<file path="src/rtl/lr5_matrix_pkg.sv">
// Shared definitions for the 8x8 key matrix scanner: FSM encoding,
// default timing constants and the key bit-index convention (8*col + row)
// that the display driver uses as well.
package lr5_matrix_pkg;

    typedef enum logic [1:0] {
        IDLE  = 2'd0,
        DRIVE = 2'd1,
        FRAME = 2'd2
    } state_t;

    localparam int DEF_CLK_REF    = 48_000_000;
    localparam int DEF_CLK_CE     = 1_000_000;
    localparam int DEF_DEB_FRAMES = 3;

    localparam int N_COLS = 8;
    localparam int N_ROWS = 8;
    localparam int N_KEYS = N_COLS * N_ROWS;
    localparam int KEY_W  = 6;

    // Bit position of a key in the 64-bit map: column in the upper three bits.
    function automatic logic [KEY_W-1:0] key_index(input logic [2:0] col, input logic [2:0] row);
        return {col, row};
    endfunction

    // Index of the lowest set bit; 0 when no bit is set.
    function automatic logic [KEY_W-1:0] lowest_set(input logic [N_KEYS-1:0] v);
        logic [KEY_W-1:0] idx;
        idx = '0;
        for (int i = N_KEYS - 1; i >= 0; i--) begin
            if (v[i]) idx = KEY_W'(i);
        end
        return idx;
    endfunction

endpackage

</file>
<file path="src/rtl/lr5_sync2.sv">
// Two-flop synchronizer for the asynchronous row sense lines.
module lr5_sync2 #(
    parameter int W = 8
) (
    input  logic         clk,
    input  logic         rst_n,
    input  logic [W-1:0] d,
    output logic [W-1:0] q
);

    logic [W-1:0] meta;

    // First flop may go metastable; second flop gives it a full cycle to resolve.
    always_ff @(posedge clk or negedge rst_n) begin
        if (!rst_n) begin
            meta <= '0;
            q    <= '0;
        end else begin
            meta <= d;
            q    <= meta;
        end
    end

endmodule

</file>
<file path="src/rtl/lr5_matrix_keyscan.sv">
// 8x8 key matrix scanner: drives one column at a time, samples the rows after
// a settle time, debounces whole frames and publishes the committed key map
// together with the lowest changed key and its new level.
module lr5_matrix_keyscan
    import lr5_matrix_pkg::*;
#(
    parameter int CLK_REF    = DEF_CLK_REF,
    parameter int CLK_CE     = DEF_CLK_CE,
    parameter int DEB_FRAMES = DEF_DEB_FRAMES
) (
    input  logic        CLK,
    input  logic        RST,
    input  logic        CE,
    input  logic [7:0]  STR_I,
    output logic [7:0]  CLM,
    output logic [63:0] DAT_O,
    output logic        CHG,
    output logic [5:0]  KEY_CODE,
    output logic        PRESS,
    output state_t      state_dbg
);

    // Never settle for fewer than 3 cycles: the synchronizer alone eats two.
    localparam int SETTLE_RAW = CLK_REF / CLK_CE;
    localparam int SETTLE_CYC = (SETTLE_RAW < 3) ? 3 : SETTLE_RAW;
    localparam int CNT_W      = $clog2(SETTLE_CYC);
    localparam int DEB_W      = $clog2(DEB_FRAMES + 1);

    localparam logic [CNT_W-1:0] SETTLE_LAST = CNT_W'(SETTLE_CYC - 1);
    localparam logic [DEB_W-1:0] DEB_MAX     = DEB_W'(DEB_FRAMES);

    state_t            state, state_n;
    logic [2:0]        col, col_n;
    logic [CNT_W-1:0]  cnt, cnt_n;
    logic              sample;
    logic [7:0]        clm_n;

    logic [7:0]        rows_s;
    logic [63:0]       raw, prev_raw;
    logic [DEB_W-1:0]  stable_cnt, stable_upd;
    logic              frame_same;
    logic [63:0]       diff;
    logic              commit;
    logic [5:0]        code_n;

    lr5_sync2 #(.W(8)) u_sync (
        .clk   (CLK),
        .rst_n (RST),
        .d     (STR_I),
        .q     (rows_s)
    );

    assign state_dbg = state;

    // Next-state logic: column walk, settle counter, and the registered column drive.
    always_comb begin
        state_n = state;
        col_n   = col;
        cnt_n   = cnt;
        sample  = 1'b0;
        case (state)
            IDLE: begin
                if (CE) begin
                    state_n = DRIVE;
                    col_n   = 3'd0;
                    cnt_n   = '0;
                end
            end
            DRIVE: begin
                if (cnt == SETTLE_LAST) begin
                    sample = 1'b1;
                    cnt_n  = '0;
                    if (col == 3'd7) state_n = FRAME;
                    else             col_n   = col + 3'd1;
                end else begin
                    cnt_n = cnt + 1'b1;
                end
            end
            FRAME: begin
                col_n   = 3'd0;
                cnt_n   = '0;
                state_n = CE ? DRIVE : IDLE;
            end
            default: begin
                state_n = IDLE;
                col_n   = 3'd0;
                cnt_n   = '0;
            end
        endcase
        clm_n = (state_n == DRIVE) ? (8'b1 << col_n) : 8'h00;
    end

    // Debounce decision for the frame that just completed.
    always_comb begin
        frame_same = (raw == prev_raw);
        stable_upd = DEB_W'(1);
        if (frame_same) stable_upd = (stable_cnt == DEB_MAX) ? stable_cnt : stable_cnt + 1'b1;
        diff   = raw ^ DAT_O;
        commit = (state == FRAME) && (stable_upd == DEB_MAX) && (diff != '0);
        code_n = lowest_set(diff);
    end

    // FSM registers and the registered column drive.
    always_ff @(posedge CLK or negedge RST) begin
        if (!RST) begin
            state <= IDLE;
            col   <= 3'd0;
            cnt   <= '0;
            CLM   <= 8'h00;
        end else begin
            state <= state_n;
            col   <= col_n;
            cnt   <= cnt_n;
            CLM   <= clm_n;
        end
    end

    // Frame capture, stability tracking and commit of the debounced map.
    always_ff @(posedge CLK or negedge RST) begin
        if (!RST) begin
            raw        <= '0;
            prev_raw   <= '0;
            stable_cnt <= '0;
            DAT_O      <= '0;
            CHG        <= 1'b0;
            KEY_CODE   <= '0;
            PRESS      <= 1'b0;
        end else begin
            CHG <= commit;
            if (sample) raw[key_index(col, 3'd0) +: 8] <= rows_s;
            if (state == FRAME) begin
                stable_cnt <= stable_upd;
                if (!frame_same) prev_raw <= raw;
            end
            if (commit) begin
                DAT_O    <= raw;
                KEY_CODE <= code_n;
                PRESS    <= raw[code_n];
            end
        end
    end

endmodule

</file>
<file path="config.mk">
export PLATFORM = sky130hd
export DESIGN_NAME = lr5_matrix_keyscan
export DESIGN_NICKNAME = d
export VERILOG_FILES = /design/src/rtl/lr5_matrix_pkg.sv /design/src/rtl/lr5_sync2.sv /design/src/rtl/lr5_matrix_keyscan.sv
export SDC_FILE = /design/constraint.sdc
export NUM_CORES = 1
export LEC_CHECK = 0
export CORE_UTILIZATION = 35
export CTS_CLUSTER_DIAMETER = 50
export DETAILED_ROUTE_END_ITERATION = 8
export DONT_BUFFER_PORTS = 1
export HOLD_SLACK_MARGIN = 0.15
export PLACE_DENSITY = 0.45
export RECOVER_POWER = 50
export SLEW_MARGIN = 40
export SYNTH_ARGS = -nofsm -noshare
export SYNTH_HDL_FRONTEND = slang
export SYNTH_SLANG_ARGS = --single-unit
</file>
<file path="constraint.sdc">
create_clock -name CLK -period 5.09 [get_ports CLK]
set_input_delay 1.527 -clock CLK [delete_from_list [all_inputs] [get_ports CLK]]
set_output_delay 1.527 -clock CLK [all_outputs]
set_load 0.1 [all_outputs]
</file>
======== Word-level counts from Yosys, hierarchy flattened ========
Index checks and enable logic that the tools add are counted.
word-level totals
  logic and storage cells ................. 121
  input port bits ......................... 11
  flip-flop bits (word level) ............. 237
operators by class
  eq/ne operators ......................... 9
  shift operators ......................... 3
  order comparisons ....................... 1
  add/subtract/negate cells ............... 4
  mux-type cells .......................... 84
  bitwise logic cells ..................... 2
  reduce and logical (&&, ||, !) cells .... 5
operators by type and width
  kind                                                        number
  two-way mux 6 bit                                           66
  bitwise mux 64 bit                                          1
  equality test 64 bit                                        1
  nonzero test 64 bit                                         1
  variable shift 8 x 8 -> 64 bit, first input constant        1
  variable part select 8 x 8 -> 64 bit                        1
  XOR 64 bit                                                  1
  case mux 6 bit (2 select lines)                             1
  two-way mux 2 bit                                           5
  two-way mux 3 bit                                           3
  two-way mux 8 bit                                           1
  negation 6 -> 8 bit                                         1
  left shift 1 x 3 -> 8 bit, first input constant             1
  less-than comparator 6 x 7 -> 1 bit, second input constant  1
  adder 6 x 1 -> 6 bit, second input constant                 1
  binary-select mux 1 bit (select 6 bit)                      1
  equality test 2 bit, second input constant                  3
  equality test 6 bit, second input constant                  1
  case mux 2 bit (3 select lines)                             1
  case mux 3 bit (2 select lines)                             1
  equality test 2 x 1 -> 1 bit, second input constant         2
  two-way mux 1 bit                                           4
  adder 3 x 1 -> 3 bit, second input constant                 1
  equality test 3 bit, second input constant                  1
  6 further kinds                                             7

======== Logic depth before layout (Yosys ltp) ========
Gate-level depths: netlist (run 1).
  word-level depth ........................ 67
  depth in mapped cells ................... 14
  depth with buffers taken out ............ 11

======== Modules after synthesis ========
From an unflattened synthesis (run 1), not the netlist that was laid out.
second synthesis, totals
  cell total of the unflattened synthesis .. 991
  area, all modules ....................... 11,981.5 um^2
by module, submodules not included
  module              instances  cells each  area an instance (um^2)
  lr5_matrix_keyscan  1          975         11,581.1
  lr5_sync2           1          16          400.4

======== Worst setup path after synthesis (run 1) ========
Ideal clock, no wire load.
  kind .................................... register to register
  start ................................... reg DAT_O[55]
  end ..................................... reg PRESS
  library setup time ...................... 0.145 ns
  period minus slack after synthesis ...... 3.494 ns
  buffers on the path ..................... 1
  setup slack ............................. 1.596 ns
  stages on the path, launching flop included .. 12
  arrival ................................. 3.349 ns
  cells stage by stage .................... dfrtp_1 -> xor2_1 -> or4b_1 -> a21oi_1 -> o21ai_1 -> a311oi_1 -> o31ai_1 -> clkbuf_1 -> nor3_1 -> a21oi_1 -> a32oi_1 -> a31oi_1
on the way
  cells in the longest elaborated chain, start to end .. 59
  elaborated cells on any way between the ends .. 61
  classes of those cells .................. 58 x mux; 1 x bitwise; 2 x reduce/logical
RTL lines
  what                                     line                       text
  from (decl)                              lr5_matrix_keyscan.sv:16   output logic [63:0] DAT_O,
  from (signal assigned)                   lr5_matrix_keyscan.sv:136  DAT_O <= raw;
  XOR 64 bit *                             lr5_matrix_keyscan.sv:98   diff = raw ^ DAT_O;
  two-way mux 6 bit (56 in a row)          lr5_matrix_pkg.sv:31       if (v[i]) idx = KEY_W'(i);
  binary-select mux 1 bit (select 6 bit)   lr5_matrix_keyscan.sv:138  PRESS <= raw[code_n];
  two-way mux 1 bit (not written as such)  lr5_matrix_keyscan.sv:138
  to (signal assigned)                     lr5_matrix_keyscan.sv:138
  to (decl)                                lr5_matrix_keyscan.sv:19   output logic PRESS,
Mark *: on every way between the ends. The rest lies on a longest branch, timed or not. The select of a mux whose other input is x is not followed.
A chain may end at the register's enable or synchronous reset.

======== Worst setup path in the final report (run 1) ========
  start ................................... reg DAT_O[59]
  end ..................................... reg PRESS
on the way
  cells in the longest elaborated chain, start to end .. 63
  elaborated cells on any way between the ends .. 65
  classes of those cells .................. 62 x mux; 1 x bitwise; 2 x reduce/logical
RTL lines
  what                                     line
  XOR 64 bit *                             lr5_matrix_keyscan.sv:98
  two-way mux 6 bit (60 in a row)          lr5_matrix_pkg.sv:31
  binary-select mux 1 bit (select 6 bit)   lr5_matrix_keyscan.sv:138
  two-way mux 1 bit (not written as such)  lr5_matrix_keyscan.sv:138
Marks and branches as above.

==> results of run 1 <==
==> registers in the layout, indices dropped and copies added (netlist names) <==
signal / count
DAT_O: 64
prev_raw: 64
raw: 64
CLM: 8
u_sync.meta: 8
u_sync.q: 8
KEY_CODE: 6
cnt: 6
col: 3
stable_cnt: 2
state_dbg: 2
CHG: 1
PRESS: 1
==> final cells by class <==
type,count,area share [%]
Clock buffer,46,6.93
Sequential cell,237,42.5
Multi-Input combinational cell,698,40.7
Clock inverter,19,1.14
Tap cell,442,3.95
Inverter,9,0.241
Timing Repair Buffer,88,4.61
==> metal layers <==
layer	track usage, %	vias up	routed length (µm)
met5	0	-	0
met4	7.01	0	961
met3	4.50	56	1820
met2	31.6	179	15100
met1	29.9	3978	16900
li1	-	3694	-
==> report_power, final <==
group | internal (µW) | total [µW] | switching, µW | leakage, µW
clock network | 1410 | 2340 | 927 | 0.000542
logic | 78.8 | 188 | 110 | 0.00297
registers | 1900 | 1950 | 47.7 | 0.00322
==> worst register-to-register path, cell delays in order (launching register included) <==
cell      delay (ns)
dfrtp_1         0.31
clkbuf_1        0.96
xor2_2          0.29
a211oi_1        0.10
o31a_1          0.33
o311ai_1        0.25
nand2_1         0.25
a311oi_4        0.39
buf_4           0.29
buf_4           0.19
mux2i_1         0.17
o21ai_0         0.09
a211o_1         0.29
a32oi_1         0.23
a31oi_1         0.11
==> cell usage after synthesis, types with 15 or more instances <==
cell / instances / area [µm²]
nor3_1: 20 / 100
dfrtp_1: 237 / 5930
nor2_1: 53 / 199
nand4_1: 21 / 131
mux2i_1: 37 / 370
clkbuf_1: 26 / 97.6
o21ai_0: 15 / 75.1
xor2_1: 42 / 368
mux2_2: 177 / 1990
nand2_1: 64 / 240
nand3_1: 21 / 105
a21oi_1: 18 / 90.1
xnor2_1: 93 / 815
==> metrics by stage <==
step	utilization (%)	cell area [µm²]	cells	worst slack (ns)	total power, µW
2_1_floorplan	-	11800	979	1.60	2100
3_3_place_gp	39.1	12800	1472	0.806	2160
3_5_place_dp	39.2	12900	1473	1.12	2170
4_1_cts	42.6	14000	1538	1.09	4550
5_1_grt	42.6	14000	1539	0.548	4650
6_report	42.6	14000	1539	0.695	4480
==> final timing paths <==
kind / startpoint / end / slack (ns) / cells past startpoint
setup / recovery: DAT_O[59] / PRESS / 0.69 / 14
hold / removal: u_sync.meta[2] / u_sync.q[2] / 0.35 / 0
setup reg to reg: DAT_O[59] / PRESS / 0.69 / 14
hold reg to reg: u_sync.meta[2] / u_sync.q[2] / 0.35 / 0
max in group asynchronous: RST / PRESS / 3.78 / 0
min in group asynchronous: RST / DAT_O[61] / 0.72 / 0
==> logic make-up (layout without fill, tap and decap cells) <==
family                     after synthesis  count (layout)
and+or+nand+nor                        243             243
DFF                                    237             237
muxes                                  224             224
xor gates and xnor gates               137             137
AOI/OAI and AO/OA                       90              90
buffers and inverters                   44             162
adders and majority gates                4               4
==> layout by cell type, fill, tap and decap left out, types with 8 or more instances in the layout <==
| cell | count |
|---|---|
| xnor2_1 | 93 |
| a21oi_1 | 18 |
| nand3_1 | 21 |
| clkbuf_1 | 12 |
| buf_4 | 84 |
| nor4_1 | 10 |
| o21ai_0 | 15 |
| inv_1 | 9 |
| xor2_1 | 42 |
| mux2_1 | 9 |
| nor2_1 | 53 |
| dfrtp_2 | 9 |
| mux2i_1 | 37 |
| nand2_1 | 64 |
| dfrtp_1 | 228 |
| nand2b_1 | 13 |
| nand3b_1 | 8 |
| mux2_2 | 177 |
| nand4_1 | 21 |
| nor3_1 | 18 |
| clkbuf_16 | 37 |
| nor2b_1 | 9 |
==> flow_summary.json, run 1 <==
{
  "synthCells": 979,
  "p_per_area_nw_per_um2": 320,
  "hpwlAfterDp_mm": 24.6,
  "drtIter0Drc": 366,
  "viasPerCell": 5.14,
  "ir_worst_vdd_v": 0.000305,
  "post-cts-setup-buffers": 0,
  "rows": 66,
  "grt_antenna_before_repair": 0,
  "grt_first_pass_wirelength_mm": 52.9,
  "slew_headroom_pct": -16.7,
  "ys_async_sr_fraction_pct": 100,
  "cts_buffer_depth": 3,
  "dieWidth_um": 185,
  "crit_path_frequent_cell": "buf_4",
  "area_growth_pct": 18.8,
  "path_cells": "clkbuf_1 > xor2_2 > a211oi_1 > o31a_1 > o311ai_1 > nand2_1 > a311oi_4 > buf_4 > buf_4 > mux2i_1 > o21ai_0 > a211o_1 > a32oi_1 > a31oi_1",
  "cp_num_buf_inv": 3,
  "synthAdderAreaFrac_pct": 0.425,
  "cts_tree": "built",
  "multiInputGateArea_um2": 5690,
  "grt_usage_pct": 21.0,
  "ctsHtreeMaxLevel": 2,
  "synthesis.yosys.warnings": 0,
  "grt_pass1_vias": 8134,
  "ys_ff_latch": 237,
  "numPortBuffers": 0,
  "seq_area_um2": 5940,
  "ios": 93,
  "status": "finished, violations left",
  "coreArea_um2": 32900,
  "violations": "max-capacitance violations, max-slew violations",
  "syn-cell-area_um2": 11800,
  "gp_congestion": 0.863,
  "cts-root-buf": "clkbuf_16",
  "synth_xor_area_share_pct": 10.3,
  "insertion_delay_ns": 0.53,
  "nFillCells": 3191,
  "path_class": "flip-flop to flip-flop",
  "drive_gt1_share_pct": 31.1,
  "cts.sinks": 237,
  "seq_area_frac_synth_pct": 50.3,
  "p_leak_uw": 0.00673,
  "worst_slew_pin_slew_ns": 1.75,
  "synthMuxAreaShare_pct": 21.1,
  "finalHoldViolCount": 0,
  "dieArea_um2": 34400,
  "synth_top_family_by_area": "multiplexers",
  "initial_utilization_pct": 35.9,
  "synth_nets": 994,
  "grt_max_degree": 238,
  "avgSynthCellArea_um2": 12.0,
  "synth_edf_count": 0,
  "fmax_mhz": 228,
  "setup_tns_ns": 0,
  "clk_pin_slew_ns": 0.06,
  "post_cts_resized": 0,
  "required_ns": 5.46,
  "cts_hold_buf": 0,
  "synth_ff_type": "dfrtp_1",
  "ant_nets": 0,
  "synthSimpleGateAreaFrac_pct": 10.3,
  "period_needed_ns": 4.40,
  "setup_viol": 0,
  "crit_fanout": 9,
  "maxSlewViolCount": 15,
  "path_delay_family": "compound AO/OA/AOI/OAI gates",
  "grt_remaining_overflow": 0,
  "diodes": 0,
  "hold_ws_ns": 0.346,
  "avgRoutedWirePerCell_um": 22.6,
  "arrival_ns": 4.76,
  "die_y_um": 185,
  "clock_skew_ns": 0.0324,
  "yosysUniqueCellTypes": 66,
  "wl_mm": 34.8,
  "synth-compound-area-share_pct": 5.75,
  "cts_buffers": 36,
  "period_share_pct": 86.4,
  "cpPeakStageDelay_ns": 0.96,
  "nets": 1085,
  "cp-end-kind": "flip-flop",
  "vias": 7907,
  "dr.pass1.iters": 5,
  "crit_path_top_delay_cell": "clkbuf_1",
  "rsz0062_at_grt": "false",
  "maxCapViolCount": 1,
  "hold_path.class": "flip-flop to flip-flop",
  "drc_errors": 0,
  "start_kind": "flip-flop"
}
No activity file was read; power rests on OpenSTA's default activity.
==> run 2, diff against run 1 <==
--- a/config.mk
+++ b/config.mk
@@ -16,3 +16,4 @@
 export SYNTH_ARGS = -nofsm -noshare
 export SYNTH_HDL_FRONTEND = slang
 export SYNTH_SLANG_ARGS = --single-unit
+export TNS_END_PERCENT = 10
==> results of run 2 <==
No change in the layout: final DEF, timing and power equal those of run 1.
==> run 3, diff against run 2 <==
--- a/config.mk
+++ b/config.mk
@@ -5,12 +5,14 @@
 export SDC_FILE = /design/constraint.sdc
 export NUM_CORES = 1
 export LEC_CHECK = 0
+export CELL_PAD_IN_SITES_DETAIL_PLACEMENT = 1
+export CELL_PAD_IN_SITES_GLOBAL_PLACEMENT = 1
 export CORE_UTILIZATION = 35
 export CTS_CLUSTER_DIAMETER = 50
 export DETAILED_ROUTE_END_ITERATION = 8
 export DONT_BUFFER_PORTS = 1
 export HOLD_SLACK_MARGIN = 0.15
-export PLACE_DENSITY = 0.45
+export PLACE_DENSITY = 0.53
 export RECOVER_POWER = 50
 export SLEW_MARGIN = 40
 export SYNTH_ARGS = -nofsm -noshare
==> run 3 against run 2 <==
The run now ends clean. Register-to-register slack hardly changed. Wire length is 4.4% higher. Fmax is 0.27% higher. Critical path type unchanged.
==> flow_summary.json, run 3 (synthesis gave the netlist of run 1 again) <==
{
  "rsz0062_at_grt": "false",
  "largestRegisters": "DAT_O (64), prev_raw (64), raw (64)",
  "cts_hold_buf": 0,
  "cp-end-kind": "flip-flop",
  "avgRoutedWirePerCell_um": 23.7,
  "post-cts-setup-buffers": 0,
  "nFillCells": 3562,
  "hpwlAfterDp_mm": 25.6,
  "grt_remaining_overflow": 0,
  "placed_area_um2": 12800,
  "p_per_area_nw_per_um2": 341,
  "grt_pass1_vias": 8607,
  "diodes": 0,
  "fmax_mhz": 228,
  "ir_worst_vdd_v": 0.000294,
  "nets": 1080,
  "crit_path_top_delay_cell": "clkbuf_1",
  "p_leak_uw": 0.00682,
  "seq_area_um2": 5940,
  "final_common_cell": "dfrtp_1",
  "finalHoldViolCount": 0,
  "setup_viol": 0,
  "arrival_ns": 4.74,
  "rows": 66,
  "maxCapViolCount": 0,
  "ant_nets": 0,
  "gp_congestion": 0.880,
  "cts-root-buf": "clkbuf_16",
  "drc_errors": 0,
  "grt_first_pass_wirelength_mm": 55.4,
  "dieWidth_um": 185,
  "clk_pin_slew_ns": 0.06,
  "cts_buffer_depth": 3,
  "ios": 93,
  "crit_fanout": 12,
  "path_class": "flip-flop to flip-flop",
  "post_cts_resized": 0,
  "clock_skew_ns": 0.0217,
  "coreArea_um2": 32900,
  "die_y_um": 185,
  "cts_buffers": 37,
  "grt_usage_pct": 22.0,
  "path_cells": "clkbuf_1 > xnor2_1 > nand2b_1 > a211oi_2 > o211ai_1 > a221oi_4 > inv_1 > nor3_1 > a21oi_1 > a32oi_1 > a31oi_1",
  "worst_slew_pin_slew_ns": 1.27,
  "insertion_delay_ns": 0.53,
  "initial_utilization_pct": 35.9,
  "vias": 8063,
  "ctsHtreeMaxLevel": 2,
  "grt_antenna_before_repair": 3,
  "dieArea_um2": 34400,
  "cts_tree": "built",
  "viasPerCell": 5.26,
  "cpPeakStageDelay_ns": 0.93,
  "cts.sinks": 237,
  "most-common-layout-cells": "dfrtp_1 (230), mux2_2 (177), xnor2_1 (93)",
  "hold_path.class": "flip-flop to flip-flop",
  "multiInputGateArea_um2": 5700,
  "slew_headroom_pct": 15.1,
  "required_ns": 5.45,
  "period_share_pct": 86.1,
  "drtIter0Drc": 386,
  "drive_gt1_share_pct": 31.2,
  "fin_area_um2": 14100,
  "period_needed_ns": 4.38,
  "wl_mm": 36.3,
  "maxSlewViolCount": 0,
  "setup_tns_ns": 0,
  "dr.pass1.iters": 4,
  "rrSetupSlack_ns": 0.71,
  "status": "finished, final reports clean",
  "area_growth_pct": 20.0,
  "start_kind": "flip-flop",
  "grt_max_degree": 238,
  "numPortBuffers": 0
}
[run 3: worst max-delay path, delay by kind of cell, from the launching register on]
kind | cells | cell delay (ns)
flip-flops | 1 | 0.31
XOR/XNOR | 1 | 0.27
AO/OA/AOI/OAI | 6 | 1.80
AND/OR/NAND/NOR | 2 | 0.59
buffers and inverters | 2 | 1.24
[run 3: area by class of cell]
cell class	instances	area share, %
Clock buffer	45	7.20
Inverter	9	0.239
Tap cell	442	3.91
Sequential cell	237	42.0
Clock inverter	21	2.04
Timing Repair Buffer	82	4.33
Multi-Input combinational cell	698	40.3
[run 3: per-stage QoR]
stage | util, % | worst slack, ns | hold slack (ns) | power (µW) | cells
6_report | 43.0 | 0.706 | 0.341 | 4830 | 1534
5_1_grt | 43.0 | 0.507 | 0.346 | 4980 | 1534
4_1_cts | 43.0 | 0.578 | 0.344 | 4890 | 1534
3_5_place_dp | 39.1 | 0.599 | 0.336 | 2170 | 1468
3_3_place_gp | 39.0 | 0.585 | 0.334 | 2160 | 1468
2_1_floorplan | - | 1.60 | 0.331 | 2100 | 979
[run 3: metal layers]
layer / wire length [µm] / GRT usage, %
met5: 0 / 0
met4: 905 / 6.48
met3: 2120 / 4.64
met2: 16900 / 35.0
met1: 16400 / 29.9
[run 3: worst paths after layout]
check                               to  cells after the start           start
min in group asynchronous    DAT_O[57]                      0             RST
hold / removal             u_sync.q[3]                      0  u_sync.meta[3]
setup / recovery                 PRESS                     11       DAT_O[52]
setup reg to reg                 PRESS                     11       DAT_O[52]
max in group asynchronous  KEY_CODE[2]                      0             RST
hold reg to reg            u_sync.q[3]                      0  u_sync.meta[3]
[run 3: power by group]
group          internal, µW  switching [µW]  total (µW)
sequential             1900            47.4        1950
clock                  1740             955        2690
combinational          74.0             112         186
total                  3710            1110        4830
